### config.mk
export PLATFORM = sky130hd
export DESIGN_NAME = game_control_fsm
export DESIGN_NICKNAME = d
export VERILOG_FILES = /design/src/rtl/genius_pkg.sv /design/src/rtl/key_edge_sync.sv /design/src/rtl/game_control_fsm.sv
export SDC_FILE = /design/constraint.sdc
export NUM_CORES = 1
export LEC_CHECK = 0
export ABC_AREA = 1
export CAP_MARGIN = 10
export CORE_AREA = 10 10 48 50
export CTS_CLUSTER_DIAMETER = 150
export DETAILED_ROUTE_END_ITERATION = 7
export DIE_AREA = 0 0 58 60
export HOLD_SLACK_MARGIN = 0.08
export PLACE_DENSITY = 0.69
export SLEW_MARGIN = 10
export SYNTH_ARGS = -nofsm -noshare
export SYNTH_HDL_FRONTEND = slang
export SYNTH_SLANG_ARGS = --single-unit
### constraint.sdc
create_clock -name CLOCK_50 -period 1.3 [get_ports CLOCK_50]
set_input_delay 0.13 -clock CLOCK_50 [delete_from_list [all_inputs] [get_ports CLOCK_50]]
set_output_delay 0.13 -clock CLOCK_50 [all_outputs]
set_load 0.05 [all_outputs]
### src/rtl/genius_pkg.sv
// Shared definitions for the GENIUS memory game: state encoding and default
// timing constants, used by the control unit and by the datapath bench.
package genius_pkg;

    localparam int STATE_W         = 3;
    localparam int CHECK_DELAY_DEF = 2;

    typedef enum logic [STATE_W-1:0] {
        S_INIT   = 3'd0,
        S_SETUP  = 3'd1,
        S_PREP   = 3'd2,
        S_SEQ    = 3'd3,
        S_PLAY   = 3'd4,
        S_CHECK  = 3'd5,
        S_NEXT   = 3'd6,
        S_RESULT = 3'd7
    } state_t;

endpackage

### src/rtl/key_edge_sync.sv
// Synchronises the raw active-low enter key and emits a one-cycle pulse on the
// press (1 -> 0) edge.
module key_edge_sync #(
    parameter int SYNC_STAGES = 2
) (
    input  logic i_clk,
    input  logic i_rst_n,
    input  logic i_key_n,
    output logic o_press
);

    logic [SYNC_STAGES-1:0] r_sync;
    logic                   r_hist;
    logic                   w_synced;

    assign w_synced = r_sync[SYNC_STAGES-1];

    // Every flop resets to "pressed", so a key held through reset release
    // has to be released and pressed again before a pulse appears.
    always_ff @(posedge i_clk or negedge i_rst_n) begin
        if (!i_rst_n) begin
            r_sync <= '0;
            r_hist <= 1'b0;
        end else begin
            r_sync <= {r_sync[SYNC_STAGES-2:0], i_key_n};
            r_hist <= w_synced;
        end
    end

    assign o_press = r_hist & ~w_synced;

endmodule

### src/rtl/game_control_fsm.sv
// Control unit for the GENIUS game: Moore FSM that sequences setup, FPGA
// playback, user entry, check and result, driving the datapath controls.
module game_control_fsm
    import genius_pkg::*;
#(
    parameter int SYNC_STAGES = 2,
    parameter int CHECK_DELAY = CHECK_DELAY_DEF
) (
    input  logic               CLOCK_50,
    input  logic               reset,
    input  logic               enter_n,
    input  logic               end_FPGA,
    input  logic               end_User,
    input  logic               end_time,
    input  logic               win,
    input  logic               match,
    output logic               R1,
    output logic               R2,
    output logic               E1,
    output logic               E2,
    output logic               E3,
    output logic               E4,
    output logic               SEL,
    output logic [STATE_W-1:0] state_o
);

    localparam int              CNT_W    = (CHECK_DELAY > 1) ? $clog2(CHECK_DELAY) : 1;
    localparam logic [CNT_W-1:0] CNT_LOAD = CNT_W'(CHECK_DELAY - 1);

    state_t           r_state;
    logic [CNT_W-1:0] r_chkCnt;
    logic             w_enterPulse;

    key_edge_sync #(
        .SYNC_STAGES(SYNC_STAGES)
    ) u_keySync (
        .i_clk   (CLOCK_50),
        .i_rst_n (reset),
        .i_key_n (enter_n),
        .o_press (w_enterPulse)
    );

    // The check counter is loaded on the PLAY -> CHECK transition so the
    // match/win flags are sampled exactly CHECK_DELAY cycles after entry.
    always_ff @(posedge CLOCK_50 or negedge reset) begin
        if (!reset) begin
            r_state  <= S_INIT;
            r_chkCnt <= '0;
        end else begin
            case (r_state)
                S_INIT:   r_state <= S_SETUP;
                S_SETUP:  if (w_enterPulse) r_state <= S_PREP;
                S_PREP:   r_state <= S_SEQ;
                S_SEQ:    if (end_FPGA) r_state <= S_PLAY;
                S_PLAY: begin
                    if (end_User) begin
                        r_state  <= S_CHECK;
                        r_chkCnt <= CNT_LOAD;
                    end else if (end_time) begin
                        r_state <= S_RESULT;
                    end
                end
                S_CHECK: begin
                    if (r_chkCnt == '0) begin
                        r_state <= (match && !win) ? S_NEXT : S_RESULT;
                    end else begin
                        r_chkCnt <= r_chkCnt - CNT_W'(1);
                    end
                end
                S_NEXT:   r_state <= S_PREP;
                S_RESULT: if (w_enterPulse) r_state <= S_INIT;
                default:  r_state <= S_INIT;
            endcase
        end
    end

    // Outputs decode from the state register alone, so an asserted reset
    // drives R1/R2 to the datapath without waiting for a clock edge.
    always_comb begin
        R1  = 1'b0;
        R2  = 1'b0;
        E1  = 1'b0;
        E2  = 1'b0;
        E3  = 1'b0;
        E4  = 1'b0;
        SEL = 1'b0;
        case (r_state)
            S_INIT: begin
                R1 = 1'b1;
                R2 = 1'b1;
            end
            S_SETUP:  E1  = 1'b1;
            S_PREP:   R2  = 1'b1;
            S_SEQ:    E3  = 1'b1;
            S_PLAY:   E2  = 1'b1;
            S_NEXT:   E4  = 1'b1;
            S_RESULT: SEL = 1'b1;
            default: ;
        endcase
    end

    assign state_o = r_state;

endmodule

After elaboration in Yosys (flattened, before gate mapping)
Cells that the tools add are included.

storage, ports and cells
  register bits = 7
  bits in latches = 0
  RAM bits = 0
  memory bits (read-only) = 0
  output and inout bits = 10
  logic and storage cells = 45
  memories = 0

operators by class
  $add $sub $neg = 1
  multipliers = 0
  divide/modulo/power cells = 0
  magnitude comparators = 0
  eq/ne operators = 13
  shift-type cells = 0
  multiplexer cells = 18
  bitwise gates (word level) = 2
  reductions and logical operators = 7

operator list
  kind                                                  number
  case mux 3 bit (8 select lines)                       1
  two-way mux 3 bit                                     6
  equality test 3 bit (second input constant)           4
  two-way mux 1 bit                                     10
  equality test 3 x 2 -> 1 bit (second input constant)  2
  != test 2 bit (second input constant)                 3
  AND reduction 5 bit                                   1
  != test 2 x 1 -> 1 bit (second input constant)        2
  equality test 3 x 1 -> 1 bit (second input constant)  1
  zero test 3 bit                                       1
  != test 3 bit (second input constant)                 1
  case mux 1 bit (2 select lines)                       1
  AND reduction 2 bit                                   1
  nonzero test 2 bit                                    1
  OR reduction 2 bit                                    1
  bitwise AND 1 bit                                     1
  logical AND 1 bit                                     1
  zero test 1 bit                                       1
  inverter 1 bit                                        1
  subtractor 1 bit (second input constant)              1

Depth between registers and ports, before layout
Gate-level depths: netlist (run 1).

  depth in word-level cells = 5
  mapped depth = 9

Modules after synthesis
From an unflattened synthesis (run 1), not the netlist that was laid out.

second synthesis, totals
  cell total of the unflattened synthesis = 57
  area total of the unflattened synthesis = 429.2 µm²

modules (own cells, without submodules)
  module            instances  cells each  area each (µm²)
  game_control_fsm  1          52          344.1
  key_edge_sync     1          5           85.1

Worst setup path before layout (run 1)
Ideal clock, no wire load.

  path kind = flip-flop to output port
  from = register r_state[2], in the netlist state_o[2]
  to = output E4
  arrival time = 1.963 ns
  slack = -0.793 ns
  stages on the path, launching flop included = 4
  path buffers = 1
  cell sequence = dfrtp_1 buf_6 inv_4 nor3_1

between the ends
  longest elaborated chain between the ends = 2

ends and longest elaborated chain
  element                 line                    RTL
  from (decl)             game_control_fsm.sv:30  state_t r_state;
  from (signal assigned)  game_control_fsm.sv:65  r_state <= (match && !win) ? S_NEXT : S_RESULT;
  equality test 3 bit     game_control_fsm.sv:87  case (r_state)
  two-way mux 1 bit       game_control_fsm.sv:87
  to (decl)               game_control_fsm.sv:22  output logic E4,

No other way between the ends.

Worst setup path after layout (run 1)
  from = register r_state[2], in the netlist state_o[2]
  to = output E3

between the ends
  longest elaborated chain between the ends = 2

ends and longest elaborated chain
  element                       line                    RTL
  equality test 3 x 2 -> 1 bit  game_control_fsm.sv:87
  two-way mux 1 bit             game_control_fsm.sv:87
  to (decl)                     game_control_fsm.sv:21  output logic E3,

No other way between the ends.

==> run metrics, run 1 <==
status finished, violations left; violated checks setup timing; Rel. slew slack 79.6%; antenna cell count 0; cts bufs inserted 3; H-Tree Depth 1; clock skew 1.09 ps; GRT Util Overall 7.66%; core region area 1440 sq um; cell taking the most area after synthesis dfrtp_1; dpl cell area roughly 760 sq um; top-area cell type share of the netlist area 37.6%; Initial DRC Count 9; Mean Syn Cell Area 7.76 sq um; Final Max Slew Viols 0; Arrival @ worst endpoint 1210 ps; top area cells in the synthesized netlist dfrtp_1, nand2_1, inv_1; Placed Cells 91; initial antenna violation count 0; f_max 748 MHz; period utilization 103%; Reg2Reg Setup Slack -10 ps; Die ar. ~3500 sq um; cell count after synthesis 60; worst reg2reg path startpoint state_o[2]; Seq cells post-synth 7; Tmin final 1340 ps; area delta synth->final 98.4%; Reg2Reg Depth 9; final setup vio count 8; worst-margin pin slew just over 300 ps; Req. time, crit path about 1200 ps; critical path peak fanout 8; Clock Latency Late Sink 250 ps; CTS tree built; non-filler cells, final 106; pin count of the biggest net entering global routing 9; first-pass GRT wire length 2.13 mm; R2R Path End state_o[2]; final net count roughly 100; min setup slack post-route -36.6 ps; 1st-pass router iterations 4; DRT Wirelength between 1 and 1.5 mm; CP Launch Type flip-flop; sequential area share after synthesis 37.6%; VDD IR max 1.46 mV; vias in the first global route ~490; Via density 4.65; Max Cap Viol 0; clk root buf clkbuf_4; syn_nets 68; worst hold slack around 130 ps; routed len/inst 12.3 um; share of cells above drive strength 1 a little over half; Leak 0.442 nW; Routed Antenna Nets 0; Syn. warnings 0; CP endpoint kind output pin; RSZ-0062 raised after global routing yes; Post-route DRC 0; I/O Pins 18; gr ovfl total 0; setup TNS -134 ps; CTS clk-pin slew, worst paths 50 ps; Final Wtd Congestion 0.848; critical path type reg -> out; Cell Pwr Density 3040 nW/um^2; Finished Cell Area 923 sq um; Via Count 493; Die Wd just under 60 um; Rows 14; Max Buffers Root-to-Sink 2; hold buffer count at cts 0; worst min path class in -> async; Post-Syn Area between 400 and 500 sq um; Sink Count 7; Detailed Place HPWL 857 um; Starting Density 32.4%; # port buffers 17; number of hold violations in the final report 0; Distinct cells, synth 19; Die Height roughly 60 um
per-layer routing:
metal	share of wire [%]	track usage [%]	wire (um)	vias to the layer above
li1	-	-	-	244
met1	34	6.92	442	227
met2	54	13.0	709	20
met3	11	5.30	141	2
met4	0.77	3.36	10	0
met5	0	0	0	-
registers in the layout, indices dropped and copies added, names as in the netlist:
| register | flops |
|---|---|
| u_keySync.r_hist | 1 |
| r_chkCnt | 1 |
| state_o | 3 |
| u_keySync.r_sync | 2 |
cell type report:
| class | count | area (sq um) |
|---|---|---|
| inverters | 10 | 43.8 |
| multi-input cells | 40 | 283 |
| flip-flops and latches | 7 | 179 |
| repair buffers | 29 | 372 |
| clock buffers | 4 | 26.3 |
| fillers | 113 | 513 |
| well taps | 16 | 20.0 |
Yosys cell counts:
library cell	number
buf_6	3
nand3_2	1
nand3_1	4
inv_4	1
nor2_2	2
nor2_4	2
o21a_1	1
dfrtp_1	7
inv_1	9
a21boi_1	1
nand2_2	2
nor2_1	6
nor3_1	2
a22oi_1	1
or2_1	1
nand4_1	1
a21boi_0	1
nand2_1	14
nand2_4	1
timing repair:
| item | CTS | global route |
|---|---|---|
| endpoints found under the hold margin | 0 | 0 |
| pin swaps | 3 | 7 |
| gates resized for setup | 9 | 7 |
| setup endpoints to repair | 6 | 10 |
| cloned | 0 | 0 |
| buffers inserted | 8 | 3 |
stage by stage:
step           utilization, %  total power (W)  setup slack [ps]
2_1_floorplan               -          0.00152              -199
3_3_place_gp             53.0          0.00215              84.2
3_5_place_dp             53.0          0.00217              64.1
4_1_cts                  60.7          0.00264             -33.7
5_1_grt                  64.3          0.00298             -92.9
6_report                 64.3          0.00281             -36.6
where the power goes:
part           total (W)  leakage, nW  switching (W)  internal, W
Clock           0.000193       0.0150      0.0000758     0.000117
Combinational    0.00213        0.347        0.00110      0.00104
Sequential      0.000483       0.0802       0.000189     0.000294
cell families after synthesis:
kind of cell / after synthesis / share of synthesized area [%]
buffers and inverters: 13 / 15.9
AO/OA/AOI/OAI: 4 / 6.45
flip-flops: 7 / 37.6
AND/OR/NAND/NOR: 36 / 40.1
how the worst max path moves through the flow:
stage                from  slack, ps         end  cells after the start
3_5_place_dp   state_o[2]         60  state_o[2]                      7
5_1_grt        state_o[1]        -90          E1                      4
3_3_place_gp   state_o[2]         80  state_o[0]                      5
6_report       state_o[2]        -40          E3                      3
2_1_floorplan  state_o[2]       -200          R1                      2
4_1_cts        state_o[0]        -30          E3                      3
cells in the final DEF, fill, tap and decap left out, drive strengths merged:
cell / count
a21boi: 2
a22oi: 1
buf: 22
clkbuf: 4
clkdlybuf4s50: 7
clkinvlp: 1
dfrtp: 7
inv: 9
nand2: 17
nand3: 5
nand4: 1
nor2: 10
nor3: 2
o21a: 1
or2: 1
worst max-delay path, stage by stage, from the launching register on:
cell and delay (ps):
dfrtp_2 490, buf_6 170, nor2_4 150, buf_12 150
No activity file was read; power rests on OpenSTA's default activity.
==> run 2: changes to the inputs <==
--- a/config.mk
+++ b/config.mk
@@ -6,7 +6,6 @@
 export NUM_CORES = 1
 export LEC_CHECK = 0
 export ABC_AREA = 1
-export CAP_MARGIN = 10
 export CORE_AREA = 10 10 48 50
 export CTS_CLUSTER_DIAMETER = 150
 export DETAILED_ROUTE_END_ITERATION = 7
==> results of run 2 <==
Final layout, timing and power as in run 1 (identical DEF).
